## src/rtl/fetch_unit_pkg.sv

```systemverilog
// fetch_unit_pkg: shared types and constants for the IF-stage fetch unit.
// Optional feature macro used by the fetch unit: FETCH_ALIGN_CHECK_EN.
package fetch_unit_pkg;

    // PC loaded on reset and the instruction word used for IF/ID bubbles.
    localparam logic [31:0] RESET_PC_DEFAULT  = 32'h0000_3000;
    localparam logic [31:0] NOP_INSTR_DEFAULT = 32'h0000_0000;

    // S_FETCH: request outstanding (or being issued) for the current PC.
    // S_HOLD : data already returned, parked until the stall releases.
    typedef enum logic {
        S_FETCH = 1'b0,
        S_HOLD  = 1'b1
    } fetch_state_e;

    // Contents of the IF/ID pipeline register.
    typedef struct packed {
        logic [31:0] instr;
        logic [31:0] pc;
        logic        valid;
        logic        adel;
    } if_id_t;

    // Sequential successor of a PC; wraps modulo 2^32.
    function automatic logic [31:0] pc_plus4(input logic [31:0] pc);
        return pc + 32'd4;
    endfunction

endpackage

```

## src/rtl/fetch_unit_if.sv

```systemverilog
// fetch_unit_if: instruction-memory request channel between the fetch unit
// (master) and instruction memory (slave).
//
// Handshake: o_ImReq is a request level; while it is high o_ImAddr is stable.
// The transfer completes on the first rising edge where o_ImReq and i_ImAck
// are both high; i_ImData is valid only in that cycle. i_ImAck seen while
// o_ImReq is low carries no meaning and is ignored by the master.
interface fetch_unit_if;
    logic        o_ImReq;
    logic [31:0] o_ImAddr;
    logic        i_ImAck;
    logic [31:0] i_ImData;

    modport master (
        output o_ImReq,
        output o_ImAddr,
        input  i_ImAck,
        input  i_ImData
    );

    modport slave (
        input  o_ImReq,
        input  o_ImAddr,
        output i_ImAck,
        output i_ImData
    );
endinterface

```

## src/rtl/fetch_unit_if_id_reg.sv

```systemverilog
// fetch_unit_if_id_reg: IF/ID pipeline register with load, bubble and hold.
// load has priority over bubble; with neither asserted the register holds.
module fetch_unit_if_id_reg
    import fetch_unit_pkg::*;
#(
    parameter logic [31:0] NOP_INSTR = NOP_INSTR_DEFAULT
) (
    input  logic        clk,
    input  logic        reset,
    input  logic        load,
    input  logic        bubble,
    input  logic [31:0] bubble_pc,
    input  if_id_t      d,
    output if_id_t      q
);

    // Pipeline register update: full load, bubble insertion, or hold.
    always_ff @(posedge clk or posedge reset) begin
        if (reset) begin
            q.instr <= NOP_INSTR;
            q.pc    <= '0;
            q.valid <= 1'b0;
            q.adel  <= 1'b0;
        end else if (load) begin
            q <= d;
        end else if (bubble) begin
            q.instr <= NOP_INSTR;
            q.pc    <= bubble_pc;
            q.valid <= 1'b0;
            q.adel  <= 1'b0;
        end
    end

endmodule

```

## src/rtl/fetch_unit.sv

```systemverilog
// fetch_unit: IF stage of the pipelined MIPS core. Owns the PC, the
// instruction-memory request, the IF/ID register and the buffering of a
// redirect that arrives before its delay slot has been delivered.
// Optional feature macro: FETCH_ALIGN_CHECK_EN (misaligned PC raises AdEL
// instead of issuing a request). Default build: address low bits masked.
module fetch_unit
    import fetch_unit_pkg::*;
#(
    parameter logic [31:0] RESET_PC  = RESET_PC_DEFAULT,
    parameter logic [31:0] NOP_INSTR = NOP_INSTR_DEFAULT
) (
    input  logic         clk,
    input  logic         reset,
    input  logic         i_Stall,
    input  logic         i_Redirect,
    input  logic [31:0]  i_nPC,
    fetch_unit_if.master im,
    output logic [31:0]  o_IF_ID_Instr,
    output logic [31:0]  o_IF_ID_PC,
    output logic         o_IF_ID_Valid,
    output logic         o_IF_ID_AdEL,
    output logic [31:0]  o_PC,
    output fetch_state_e o_State
);

    fetch_state_e state;
    logic [31:0]  pc;
    logic         pend;
    logic [31:0]  pend_target;
    logic [31:0]  hold_data;

    logic         misaligned;
    logic         redirect_q;
    logic         ack_fetch;
    logic         deliver_mem;
    logic         deliver_hold;
    logic         deliver_adel;
    logic         advance;
    logic         bubble;
    logic [31:0]  next_pc;
    if_id_t       if_id_d;
    if_id_t       if_id_q;

`ifdef FETCH_ALIGN_CHECK_EN
    // A misaligned PC never reaches memory; it turns into an AdEL slot.
    assign misaligned  = (pc[1:0] != 2'b00);
    assign im.o_ImAddr = pc;
`else
    // Without the check the low address bits are simply dropped.
    assign misaligned  = 1'b0;
    assign im.o_ImAddr = {pc[31:2], 2'b00};
`endif

    // PC only moves when the IF/ID register loads, so the address is stable
    // for the whole life of a request.
    assign im.o_ImReq = (state == S_FETCH) && !misaligned && !reset;

    // A redirect only counts when the pipeline is moving.
    assign redirect_q   = i_Redirect && !i_Stall;
    assign ack_fetch    = (state == S_FETCH) && !misaligned && im.i_ImAck;
    assign deliver_mem  = ack_fetch && !i_Stall;
    assign deliver_hold = (state == S_HOLD) && !i_Stall;
    assign deliver_adel = (state == S_FETCH) && misaligned && !i_Stall;
    assign advance      = deliver_mem || deliver_hold || deliver_adel;
    assign bubble       = (state == S_FETCH) && !misaligned && !im.i_ImAck && !i_Stall;

    // Buffered target first (its delay slot is the one being delivered now),
    // then a same-cycle redirect, then sequential flow.
    assign next_pc = pend       ? pend_target :
                     redirect_q ? i_nPC       :
                                  pc_plus4(pc);

    // Select the word loaded into IF/ID for whichever delivery is happening.
    always_comb begin
        if_id_d.instr = NOP_INSTR;
        if_id_d.pc    = pc;
        if_id_d.valid = 1'b1;
        if_id_d.adel  = 1'b0;
        if (deliver_mem) begin
            if_id_d.instr = im.i_ImData;
        end else if (deliver_hold) begin
            if_id_d.instr = hold_data;
        end else if (deliver_adel) begin
            if_id_d.adel  = 1'b1;
        end
    end

    // Fetch FSM, PC and pending-redirect registers.
    always_ff @(posedge clk or posedge reset) begin
        if (reset) begin
            state       <= S_FETCH;
            pc          <= RESET_PC;
            pend        <= 1'b0;
            pend_target <= '0;
            hold_data   <= '0;
        end else begin
            case (state)
                S_FETCH: begin
                    if (ack_fetch && i_Stall) begin
                        hold_data <= im.i_ImData;
                        state     <= S_HOLD;
                    end
                end
                S_HOLD: begin
                    if (!i_Stall) begin
                        state <= S_FETCH;
                    end
                end
                default: state <= S_FETCH;
            endcase

            if (advance) begin
                pc   <= next_pc;
                pend <= 1'b0;
            end else if (redirect_q) begin
                // Delay slot not delivered yet: remember the target. A second
                // redirect here is not expected; the latest one wins.
                pend        <= 1'b1;
                pend_target <= i_nPC;
            end
        end
    end

    fetch_unit_if_id_reg #(
        .NOP_INSTR (NOP_INSTR)
    ) u_if_id_reg (
        .clk       (clk),
        .reset     (reset),
        .load      (advance),
        .bubble    (bubble),
        .bubble_pc (pc),
        .d         (if_id_d),
        .q         (if_id_q)
    );

    assign o_IF_ID_Instr = if_id_q.instr;
    assign o_IF_ID_PC    = if_id_q.pc;
    assign o_IF_ID_Valid = if_id_q.valid;
    assign o_IF_ID_AdEL  = if_id_q.adel;
    assign o_PC          = pc;
    assign o_State       = state;

endmodule
```

## src/flat_wrapper.sv

```systemverilog
// flat-port wrapper written by rule: the top's interface ports become plain ports
module fetch_unit_flat import fetch_unit_pkg::*;
#(
    parameter logic [31:0] RESET_PC  = RESET_PC_DEFAULT,
    parameter logic [31:0] NOP_INSTR = NOP_INSTR_DEFAULT
)
  (clk, reset, i_Stall, i_Redirect, i_nPC, o_IF_ID_Instr, o_IF_ID_PC, o_IF_ID_Valid, o_IF_ID_AdEL, o_PC, o_State, im_o_ImReq, im_o_ImAddr, im_i_ImAck, im_i_ImData);
  fetch_unit_if im_i ();
  input  logic clk;
  input  logic reset;
  input  logic i_Stall;
  input  logic i_Redirect;
  input  logic [31:0] i_nPC;
  output logic [31:0] o_IF_ID_Instr;
  output logic [31:0] o_IF_ID_PC;
  output logic o_IF_ID_Valid;
  output logic o_IF_ID_AdEL;
  output logic [31:0] o_PC;
  output fetch_state_e o_State;
  output wire logic [$bits(im_i.o_ImReq)-1:0] im_o_ImReq;
  output wire logic [$bits(im_i.o_ImAddr)-1:0] im_o_ImAddr;
  input wire logic [$bits(im_i.i_ImAck)-1:0] im_i_ImAck;
  input wire logic [$bits(im_i.i_ImData)-1:0] im_i_ImData;
  assign im_o_ImReq = im_i.o_ImReq;
  assign im_o_ImAddr = im_i.o_ImAddr;
  assign im_i.i_ImAck = im_i_ImAck;
  assign im_i.i_ImData = im_i_ImData;
  fetch_unit #(.RESET_PC(RESET_PC), .NOP_INSTR(NOP_INSTR)) u_core (.clk(clk), .reset(reset), .i_Stall(i_Stall), .i_Redirect(i_Redirect), .i_nPC(i_nPC), .im(im_i), .o_IF_ID_Instr(o_IF_ID_Instr), .o_IF_ID_PC(o_IF_ID_PC), .o_IF_ID_Valid(o_IF_ID_Valid), .o_IF_ID_AdEL(o_IF_ID_AdEL), .o_PC(o_PC), .o_State(o_State));
endmodule
```

## config.mk

```make
export PLATFORM = sky130hd
export DESIGN_NAME = fetch_unit_flat
export DESIGN_NICKNAME = d
export VERILOG_FILES = /design/src/rtl/fetch_unit_pkg.sv /design/src/rtl/fetch_unit_if.sv /design/src/rtl/fetch_unit_if_id_reg.sv /design/src/rtl/fetch_unit.sv /design/src/flat_wrapper.sv
export SDC_FILE = /design/constraint.sdc
export NUM_CORES = 1
export LEC_CHECK = 0
export CORE_MARGIN = 2
export CORE_UTILIZATION = 46
export CTS_CLUSTER_SIZE = 25
export DETAILED_ROUTE_END_ITERATION = 6
export PLACE_DENSITY = 0.76
export SLEW_MARGIN = 20
export SYNTH_ARGS = -nofsm -noshare
export SYNTH_HDL_FRONTEND = slang
export SYNTH_HIERARCHICAL = 1
export SYNTH_SLANG_ARGS = --single-unit
```

## constraint.sdc

```tcl
create_clock -name clk -period 2.85 [get_ports clk]
set_input_delay 0.285 -clock clk [delete_from_list [all_inputs] [get_ports clk]]
set_output_delay 0.285 -clock clk [all_outputs]
set_load 0.03 [all_outputs]
```

==> metrics.csv, run 1 <==
metric,value,unit
ys_seq_elements,164,
grtUsageTotal,23.4,%
hold_violations,0,
place_hpwl,16200,um
gp_congestion,0.946,
vias_per_cell,5.70,
worstPathRequired,3.15,ns
leakagePower,4.51,nW
multi_input_area,3860,um2
peakVddDrop,0.413,mV
fill_cells,1568,
ys_types,68,
htreeDepth,4,
via_count,7207,
n_antenna_cell,0,
grt-ovfl-total,0,
antenna_found_initial,0,
cts_buffers,17,
dr.pass1.iters,5,
rsz0062_at_grt,no,
die_h,143,um
slew-limit-headroom,52.7,%
ios,201,
fin_crit,2.22,ns
grt_pass1_vias,6736,
avgSynthCellArea,10.2,um2
drive_gt1_share,14.6,%
route.detailed.drc,0,
grt_pass1_wl,37100,um
grt_max_degree,107,
max_cap_viol_count,0,
final_area,11200,um2
final.setup.tns,0,ns
wl_per_cell,18.6,um
power.density_cell_area,787,nW/um2
tightest_slew,0.703,ns
rows,50,
min_period_over_period,78.0,%
cts-root-buf,clkbuf_16,
synth_top_flop_cell,dfrtp_1,
cp_data_arrival_time,2.53,ns
cts_resized,0,
synth-edff-count,0,
synthCells,871,
placed_area,10600,um2
cts_tree,built,
initial_utilization,47.1,%
area_growth,26.4,%
numPortBuffers,198,
wl,23500,um
synthArstFlopShare,100,%
setup.worst_path.class,flop to flop,
clk_path_buf_depth,2,
clock.fmax,0.450,GHz
ys_warn_count,6,
fin_nets,1062,
final_antenna_net_count,0,
cts_sinks,164,
clock_latency,0.43,ns
status,finished clean,
setup_viol,0,
cts.hold.buffers_added,0,
hold_class,primary input to asynchronous set/reset pin,
synth_area,8860,um2
coreArea,18800,um2
cp-end-kind,flop,
clock_skew,0.0143,ns
reg2reg_depth,4,
die_w,143,um
slew_viol_final,0,
start_kind,flop,
post_cts_buffers,0,
clkTransAtPathRegs,0.07,ns
yosysSeqAreaShare,46.3,%
crit_fanout,12,
seq_area,4110,um2
dieArea,20400,um2
drt_iter0_drc,711,
[layout by cell type (no fill, tap or decap), types with 7 or more instances in the layout]
cell,Yosys,layout
nand2b_1,32,32
buf_4,66,25
o21ai_0,31,31
mux2_2,64,64
nand3_1,15,15
nor2_1,26,26
a31oi_1,10,10
nor3_1,10,8
a21oi_1,30,30
clkbuf_16,0,17
o21ai_1,44,44
nand2_1,93,93
inv_1,15,12
clkdlybuf4s50_1,0,198
a22o_1,37,37
and2_1,7,7
and3_1,10,10
nand4_1,12,12
mux2i_1,35,35
o211ai_1,9,9
dfrtp_1,162,162
nor4_1,7,7
[layer usage]
| metal | vias to the layer above | track usage, % | share of wire (%) |
|---|---|---|---|
| li1 | 3338 | - | - |
| met1 | 3532 | 33.0 | 45 |
| met2 | 304 | 36.3 | 47 |
| met3 | 33 | 5.13 | 6.9 |
| met4 | 0 | 6.83 | 1.7 |
| met5 | - | 0 | 0 |
[synthesized netlist by cell type, types with 12 or more instances]
cell	instances	area, um2
nand2b_1	32	200
a21oi_1	30	150
o21ai_1	44	220
nand2_1	93	349
clkbuf_1	33	124
buf_4	66	495
o21ai_0	31	155
a22o_1	37	324
inv_1	15	56.3
nand4_1	12	75.1
nor2_1	26	97.6
dfrtp_1	162	4050
nand3_1	15	75.1
mux2i_1	35	350
mux2_2	64	721
[final cells by class]
type	count	share of cell area (%)
Inverter	15	0.547
Clock inverter	15	1.50
Multi-Input combinational cell	567	34.5
Sequential cell	164	36.7
Tap cell	260	2.90
Clock buffer	17	3.80
Timing Repair Buffer	227	20.1
[worst max-delay path, cell delays in order (launching register included)]
cell and delay, ns:
dfstp_2 0.70, nand2_2 0.13, or4_1 0.69, o311a_1 0.34, a211o_1 0.24
[cell families (layout without fill, tap and decap cells)]
| group | Yosys count | after routing | synth area share, % |
|---|---|---|---|
| AOI/OAI and AO/OA | 218 | 218 | 16.6 |
| xor gates and xnor gates | 2 | 2 | 0.198 |
| adders and majority gates | 1 | 1 | 0.141 |
| buffers and inverters | 142 | 274 | 10.4 |
| DFF | 164 | 164 | 46.3 |
| muxes | 99 | 99 | 12.1 |
| other | 2 | 4 | 0.0847 |
| and+or+nand+nor | 243 | 243 | 14.1 |
[per-stage QoR]
step / hold slack [ns] / utilization [%] / power [mW] / setup WS (ns) / instances
after global routing: 0.408 / 59.5 / 9.23 / 0.520 / 1265
final: 0.347 / 59.5 / 8.81 / 0.626 / 1265
after floorplan: 0.402 / - / 5.50 / 0.00624 / 873
after detailed placement: 0.488 / 56.3 / 6.57 / 0.353 / 1233
after CTS: 0.355 / 59.5 / 8.86 / 0.654 / 1265
after global placement: 0.482 / 56.3 / 6.48 / 0.385 / 1233
[worst paths after layout]
| path | startpoint | endpoint | slack (ns) |
|---|---|---|---|
| worst max register to register | u_core/o_PC[13]$_DFFE_PP1P_ | u_core/o_PC[24]$_DFFE_PP0P_ | 0.63 |
| worst max-delay path | u_core/o_PC[13]$_DFFE_PP1P_ | u_core/o_PC[24]$_DFFE_PP0P_ | 0.63 |
| worst min-delay path | reset | u_core/hold_data[12]$_DFFE_PP0P_ | 0.35 |
| worst min register to register | u_core/pend_target[21]$_DFFE_PP0P_ | u_core/pend_target[21]$_DFFE_PP0P_ | 0.50 |
| max in group asynchronous | reset | u_core/u_if_id_reg/q[3]$_DFFE_PP0P_ | 1.85 |
| min in group clk | u_core/pend_target[21]$_DFFE_PP0P_ | u_core/pend_target[21]$_DFFE_PP0P_ | 0.50 |
[sequential cells by signal (all words and copies together), names as in the netlist]
register and cells:
u_core/u_if_id_reg/q 66, u_core/o_PC 32, u_core/hold_data 32, u_core/pend_target 32, u_core/o_State 1, u_core/pend 1
[power breakdown]
group / switching, mW / leakage, nW / internal, mW / total (mW)
clock: 1.03 / 0.288 / 1.24 / 2.27
combinational: 1.82 / 2.20 / 1.40 / 3.21
sequential: 0.508 / 2.02 / 2.82 / 3.33
No activity file was read; power rests on OpenSTA's default activity.
==> run 2, diff against run 1 <==
Settings changed: CORE_UTILIZATION 46 to 51, PLACE_DENSITY 0.76 to 0.8.
Clock period 2.85 ns to 2.32 ns, I/O delays scaled along.
==> run 2 against run 1 <==
Sequential share of layout area is 0.58 points lower. Maximum frequency is 2.2% higher. Final cell count decreased by 1.4%. Non-clock buffer count grew 17. Die area is 9.5% lower. Critical path depth unchanged. Via count grew 0.68%. Largest cell class unchanged. Largest power group is now combinational cells.
==> metrics.csv, run 2 (synthesized netlist as in run 1, its figures left out) <==
metric,value,unit
status,finished clean,
gp_congestion,0.905,
rows,48,
placed_area,10800,um2
wl,23400,um
clock.fmax,0.459,GHz
tightest_slew,0.955,ns
min_period_over_period,93.8,%
p_seq_share,36.2,%
antenna_found_initial,0,
crit_path_max_incr_delay,0.69,ns
regMostFlops,u_core/u_if_id_reg/q,
intPower,6.92,mW
grtUsageTotal,25.8,%
cts-root-buf,clkbuf_16,
post_cts_buffers,0,
drive_gt1_share,16.0,%
worstPathRequired,2.63,ns
leakagePower,4.62,nW
htreeDepth,4,
cts_tree,built,
final_area,11400,um2
final_antenna_net_count,0,
ios,201,
setup.worst_path.class,flop to flop,
pwr-share-clk,26.2,%
initial_utilization,51.8,%
crit_fanout,12,
largest_reg_flops,66,
cp-end-kind,flop,
final_cell_mix,"198 x clkdlybuf4s50_1, 162 x dfrtp_1, 93 x nand2_1",
dp_worst_setup_slack,0.156,ns
p_total,11.0,mW
clkTransAtPathRegs,0.07,ns
fin_nets,1079,
path_cells,nand2_2 -> or4_1 -> o311a_1 -> a211o_1,
coreArea,17100,um2
grt_pass1_wl,37100,um
slew-limit-headroom,36.0,%
fin_crit,2.18,ns
whs,0.326,ns
grt-ovfl-total,0,
final.setup.tns,0,ns
fin_util,66.5,%
cts_buffers,17,
vias_per_cell,5.82,
rsz0062_at_grt,no,
dp_cells,1215,
p_sw,4.12,mW
cts.hold.buffers_added,0,
peakVddDrop,0.565,mV
slew_viol_final,0,
grt_max_degree,89,
die_w,136,um
wl_per_cell,18.8,um
switching_share,37.3,%
setup_slack,0.144,ns
cts_resized,0,
fin_cells,1247,
cts_sinks,164,
dieArea,18400,um2
area_growth,28.4,%
hold_class,primary input to asynchronous set/reset pin,
fill_cells,1332,
drt_iter0_drc,709,
clock_skew,0.00921,ns
start_kind,flop,
clock_latency,0.43,ns
power.density_cell_area,970,nW/um2
via_count,7256,
cp_data_arrival_time,2.49,ns
place_hpwl,16100,um
numPortBuffers,198,
mostFrequentLayoutCell,clkdlybuf4s50_1,
cp.buffers_inverters,0,
grt_pass1_vias,6924,
clk_path_buf_depth,2,
n_antenna_cell,0,
die_h,136,um
setup_viol,0,
route.detailed.drc,0,
critPathTopFamily,simple AND/OR/NAND/NOR gates,
hold_violations,0,
dr.pass1.iters,5,
max_cap_viol_count,0,
slowest_stage,or4_1,
combPwrFrac,37.6,%
-- run 2: changes by cell type in the layout (fill, tap and decap cells not counted), sizes merged --
cell / before / now
inv: 21 / 20
clkinvlp: 1 / 3
bufinv: 1 / 2
clkbuf: 17 / 18
clkinv: 7 / 4
buf: 29 / 46
-- run 2: cell type report --
type	instances	area [um2]	share of cell area, %
multi-input cells	567	3870	34.0
clock buffers	18	439	3.86
clock inverters	14	168	1.47
well taps	225	282	2.47
flip-flops and latches	164	4110	36.1
repair buffers	244	2450	21.5
inverters	15	62.6	0.550
-- run 2: worst register-to-register path: cells and delay by family, from the launching register on --
kind            cells  cell delay, ns
compound gates      2            0.60
flops               1            0.66
simple gates        2            0.81
-- run 2: per-layer routing --
layer	vias up	track usage, %	wire length, um
li1	3363	-	-
met1	3560	37.5	10500
met2	308	38.8	11100
met3	25	5.15	1560
met4	0	8.28	292
met5	-	0	0
-- run 2: power groups by stage --
stage	Clock [mW]	Combinational [mW]	Sequential, mW
2_1_floorplan	0	2.34	4.41
3_3_place_gp	0	4.05	4.01
3_5_place_dp	0	4.13	4.03
4_1_cts	2.93	4.15	3.99
5_1_grt	3.06	4.40	4.08
6_report	2.89	4.15	4.00
-- run 2: worst paths after layout --
path	start	to	slack (ns)	cells after the start
worst max-delay path	u_core/o_PC[13]$_DFFE_PP1P_	u_core/o_PC[24]$_DFFE_PP0P_	0.14	4
worst min-delay path	reset	u_core/u_if_id_reg/q[65]$_DFFE_PP0P_	0.33	2
worst max register to register	u_core/o_PC[13]$_DFFE_PP1P_	u_core/o_PC[24]$_DFFE_PP0P_	0.14	4
worst min register to register	u_core/pend_target[1]$_DFFE_PP0P_	u_core/pend_target[1]$_DFFE_PP0P_	0.50	1
max in group asynchronous	reset	u_core/u_if_id_reg/q[15]$_DFFE_PP0P_	1.36	3
min in group clk	i_nPC[25]	u_core/pend_target[25]$_DFFE_PP0P_	0.42	3
==> variant 1, RTL diff (settings of run 2) <==
Build with the macro `FETCH_ALIGN_CHECK_EN` defined.
--- a/src/rtl/fetch_unit.sv
+++ b/src/rtl/fetch_unit.sv
@@ -3,6 +3,8 @@
 // redirect that arrives before its delay slot has been delivered.
 // Optional feature macro: FETCH_ALIGN_CHECK_EN (misaligned PC raises AdEL
 // instead of issuing a request). Default build: address low bits masked.
+`define FETCH_ALIGN_CHECK_EN
+
 module fetch_unit
     import fetch_unit_pkg::*;
 #(
Behaviour: not the same (a bounded check fails within 4 cycles, from zero or initial values and one cycle with reset high).
==> variant 1 against run 2 <==
Non-clock buffer count up 2; total power up 38%; wire length down 6.9%; sequential power up 28%; sequential share of layout area up 0.84 points; largest power group unchanged; die area down 2.3%; combinational power up 79%; synthesized cell count down 1.7%; worst setup slack better by 0.00083 ns; synthesized area down 2.4%; sequential cell count unchanged; critical path type is now reg -> out; final area down 2.2%; via count down 3.8%; cell count down 1.4%.
==> variant 1: results (changes against run 2) <==
status - completed
input/output buffers - 200 (+1.0%)
vias per inst - 5.679 (-2.4%)
HP Class - in -> async
post-placement cell count - 1199 (-1.3%)
Least-Margin Pin Slew - 0.6971 ns (-0.2580 ns)
Power Clock - 2.67 mW (-7.6%)
Worst Setup EP - im_o_ImReq
largest net degree at the start of global routing - 67 (-25%)
syn nets - 926
Post-Route Skew - 0.007770 ns (-0.001443 ns)
CP delay by family, top - buffers and inverters
drt pass-1 iters - 7 (+2)
hold slack - 0.2918 ns (-0.03409 ns)
number of global-route vias before repair - 6469 (-6.6%)
Synth Area in XOR/XNOR - 0.006074 (+0.004097)
Max FO, Critical Path - 8 (-4)
GRT Util Overall - 0.2462 (-0.01153)
Syn Area/Cell - 10.11 µm² (-0.66%)
Num CTS Buffers - 17 (unchanged)
Slowest-stage cell, CP - clkdlybuf4s50_1
period utilization - 0.9377 (about the same)
largest cells by area after synthesis - dfrtp_1 (47%), mux2_2 (8.3%), buf_4 (5.7%)
unique cell type count in the Yosys netlist - 59 (-13%)
routed via count - 6979 (-3.8%)
Peak VDD IR - 0.7523 mV (+33%)
RePlAce Congestion - 0.8371 (-7.5%)
worst reg2reg setup slack - 0.16 ns (+0.02 ns)
Iter 0 DRT Violations - 554 (-22%)
Switching Share - 0.4160 (+0.04292)
Reg2Reg Depth - 7 (+3)
Area after DPL - 10570 µm² (-1.9%)
reg2reg end - u_core/u_if_id_reg/q[0]
Post-CTS Resized - 1 (+1)
Synth Area in Adders - 0.001446 (+0.00003430)
Final #Nets - 1068 (-1.0%)
total power draw - 15.23 mW (+38%)
mux contribution to synthesized area - 0.1203 (-0.0005346)
post-synthesis sequential area ratio - 0.4746 (+0.01126)
Commonest cells post-synth - dfrtp_1 (162), nand2_1 (104), buf_4 (66), mux2_2 (64), o21ai_0 (62)
layout cells sized above 1 - 0.1606 (about the same)
critical path arrival - 1.94 ns (-0.55 ns)
sequential power - 5.13 mW (+28%)
complex-gate fraction of the synthesized area - 0.1620 (-0.004206)
Detailed Place HPWL - 14920 µm (-7.4%)
leakage - 4.531 nW (-1.9%)
slowest cell delay on critical path - 0.71 ns (+0.02 ns)
global-route wire length before repair - 34870 µm (-6.0%)
FFs w/ async S/R, synth - 1.000 (unchanged)
Post-Place Setup Slack - -0.02659 ns (-0.1829 ns)
==> variant 1: cell types whose count changed after synthesis, moves of 6 or more <==
| cell | before | now |
|---|---|---|
| a21oi_1 | 30 | 36 |
| clkbuf_1 | 33 | 27 |
| inv_1 | 15 | 8 |
| nand2_1 | 93 | 104 |
| nand4_1 | 12 | 5 |
| nor2_1 | 26 | 35 |
| o211ai_1 | 9 | 2 |
| o21ai_0 | 31 | 62 |
| o311ai_0 | 6 | 0 |
==> variant 1: metal layers <==
layer / up-vias / track usage / wire [µm]
met5: - / 0 / 0
met4: 0 / 0.09357 / 480
met1: 3432 / 0.3453 / 9621
met3: 43 / 0.04724 / 1280
met2: 252 / 0.3807 / 10420
li1: 3252 / - / -
==> variant 1: cell type report <==
cell class                 instances  area [µm²]
multi-input combinational        561        3685
fill                            1278        5456
clock inverter                    13       125.1
sequential                       164        4108
clock buffer                      17       425.4
timing repair buffer             246        2472
tap                              220       275.3
inverter                           8       36.28
==> variant 2, RTL diff (settings of run 2) <==
Made on the original files. Reset style: synchronous (`reset`), changed in 2 clocked blocks.
--- a/src/rtl/fetch_unit_if_id_reg.sv
+++ b/src/rtl/fetch_unit_if_id_reg.sv
@@ -15,7 +15,7 @@
 );
 
     // Pipeline register update: full load, bubble insertion, or hold.
-    always_ff @(posedge clk or posedge reset) begin
+    always_ff @(posedge clk) begin
         if (reset) begin
             q.instr <= NOP_INSTR;
             q.pc    <= '0;
--- a/src/rtl/fetch_unit.sv
+++ b/src/rtl/fetch_unit.sv
@@ -86,7 +86,7 @@
     end
 
     // Fetch FSM, PC and pending-redirect registers.
-    always_ff @(posedge clk or posedge reset) begin
+    always_ff @(posedge clk) begin
         if (reset) begin
             state       <= S_FETCH;
             pc          <= RESET_PC;
Function: differs if reset is asserted again (counterexample within 4 cycles, from zero or initial values and one cycle with reset high); with reset held inactive, the same outputs for 4 cycles.
==> variant 2 against run 2 <==
Critical path depth increased by 1; final area down 4.5%; synthesized area is 5.1% lower; cell count increased by 11%; die area decreased by 5.0%; worst hold slack got worse by 0.13 ns; sequential cell count unchanged; non-clock buffer count increased by 3; wire length down 1.1%; worst setup slack improved by 0.15 ns.
Power is not compared: it rests on default switching activity, and its combinational part moved more than twofold at a synthesized area within 25%.
==> variant 2: results (changes against run 2) <==
status - completed
YS warnings - 6 (unchanged)
max-cap check violation count - 0 (unchanged)
Worst-path clk slew - 0.06 ns
vias per inst - 5.679 (-2.4%)
Worst Setup EP - u_core/o_PC[26]
setup bufs post-CTS - 0 (unchanged)
Final #Nets - 1229 (+14%)
largest net degree at the start of global routing - 87 (-2.2%)
CTS Root Cell - clkbuf_16
routed via count - 7882 (+8.6%)
layout cells sized above 1 - 0.08788 (-0.07259)
leakage - 3.813 nW
drt pass-1 iters - 5 (unchanged)
Largest register FFs - 66 (unchanged)
GRT Util Overall - 0.2535 (-0.004251)
ant diodes - 0 (unchanged)
Slew headroom - 0.5740 (+0.2136)
largest cells by area after synthesis - dfxtp_1 (39%), nand2_1 (8.9%), a21oi_1 (7.8%)
post-synthesis sequential area ratio - 0.3905 (-0.07289)
synthesized instance count - 1038 (+19%)
clk buf depth - 2 (unchanged)
Synth Area in XOR/XNOR - 0.009375 (+0.007398)
complex-gate fraction of the synthesized area - 0.2098 (+0.04365)
unique cell type count in the Yosys netlist - 60 (-12%)
mux contribution to synthesized area - 0.04167 (-0.07919)
initial antenna violation count - 0 (unchanged)
Num CTS Buffers - 17 (unchanged)
Detailed Place HPWL - 15130 µm (-6.1%)
Post-CTS Resized - 0 (unchanged)
post-placement cell count - 1356 (+12%)
Peak VDD IR - 0.4987 mV
number of global-route vias before repair - 7196 (+3.9%)
final WL - 23160 µm (-1.1%)
Reg2Reg Depth - 5 (+1)
FFs w/ async S/R, synth - 0 (-1.000)
RePlAce Congestion - 0.8810 (-2.7%)
Post-Route Skew - 0.007749 ns (-0.001464 ns)
largest register by flop count - u_core/u_if_id_reg/q
Post-Place Setup Slack - 0.1982 ns (+0.04192 ns)
Commonest cells post-synth - nand2_1 (199), dfxtp_1 (164), a21oi_1 (131), buf_4 (64), clkbuf_1 (47)
HP Class - in -> reg
Max FO, Critical Path - 10 (-2)
CP startpoint - u_core/o_PC[11]
worst-skew pair later-pin latency - 0.42 ns
H-tree levels - 4 (unchanged)
input/output buffers - 198 (unchanged)
Area after DPL - 10260 µm² (-4.8%)
Final WS setup - 0.2897 ns (+0.1460 ns)
cell internal pwr - 5.271 mW
most used flip-flop cell after synthesis - dfxtp_1
global-route wire length before repair - 36580 µm (-1.4%)
Iter 0 DRT Violations - 747 (+5.4%)
Synth Area in Adders - 0.001488 (+0.00007626)
[variant 2: cell types whose count changed after synthesis, moves of 32 or more]
cell      change
mux2_2       -64
nand2_1     +106
dfxtp_1     +164
a21oi_1     +101
nor2b_1      +32
dfrtp_1     -162
or3b_1       +34
a211oi_1     +38
o21ai_1      -44
[variant 2: per-stage QoR]
stage	utilization	hold WS, ns	power (mW)
final	0.6795	0.2006	7.279
after global routing	0.6795	0.1948	7.550
after CTS	0.6795	0.1832	7.318
after detailed placement	0.6413	0.4471	4.431
after global placement	0.6413	0.4390	4.409
after floorplan	-	0.3680	3.955
[variant 2: layout make-up]
class,instances,area [µm²]
fillers,1349,5127
clock inverters,12,155.1
repair buffers,247,2426
flip-flops and latches,164,3284
inverters,13,51.30
well taps,216,270.3
clock buffers,20,456.7
multi-input cells,716,4229
[variant 2: how the worst min path moves through the flow]
stage | startpoint | end | slack, ns | cells past startpoint
3_3_place_gp | u_core/pend_target[2] | u_core/pend_target[2] | 0.44 | 2
3_5_place_dp | u_core/pend_target[3] | u_core/pend_target[3] | 0.45 | 2
4_1_cts | reset | u_core/u_if_id_reg/q[38] | 0.18 | 2
6_report | reset | u_core/u_if_id_reg/q[35] | 0.20 | 2
2_1_floorplan | i_nPC[15] | u_core/pend_target[15] | 0.37 | 2
5_1_grt | reset | u_core/pend_target[24] | 0.19 | 2
[variant 2: metal layers]
metal / GRT usage / up-vias / share of wire
li1: - / 3809 / -
met1: 0.3353 / 3736 / 0.45
met2: 0.4226 / 307 / 0.47
met3: 0.04614 / 30 / 0.066
met4: 0.07587 / 0 / 0.014
met5: 0 / - / 0
[variant 2: cell families (layout without fill, tap and decap cells)]
| group | count (synthesis) | after routing |
|---|---|---|
| multiplexers | 35 | 35 |
| AO/OA/AOI/OAI | 275 | 275 |
| XOR/XNOR | 9 | 9 |
| adder cells (fa/ha/maj) | 1 | 1 |
| AND/OR/NAND/NOR | 392 | 392 |
| other | 2 | 4 |
| flip-flops | 164 | 164 |
| buffers and inverters | 160 | 292 |
[variant 2: worst max-delay path: stages, from the launching register on]
cell,delay (ns)
dfxtp_1,0.57
nand4_4,0.22
or4_4,0.62
o31ai_2,0.24
a21oi_1,0.10
nor4_1,0.19
[variant 2: power groups by stage]
stage               logic [mW]  registers, mW  clock network, mW
floorplan                0.740           3.21                  0
global placement          1.30           3.11                  0
detailed placement        1.32           3.11                  0
CTS                       1.32           3.05               2.94
global route              1.41           3.07               3.07
finish                    1.33           3.06               2.90
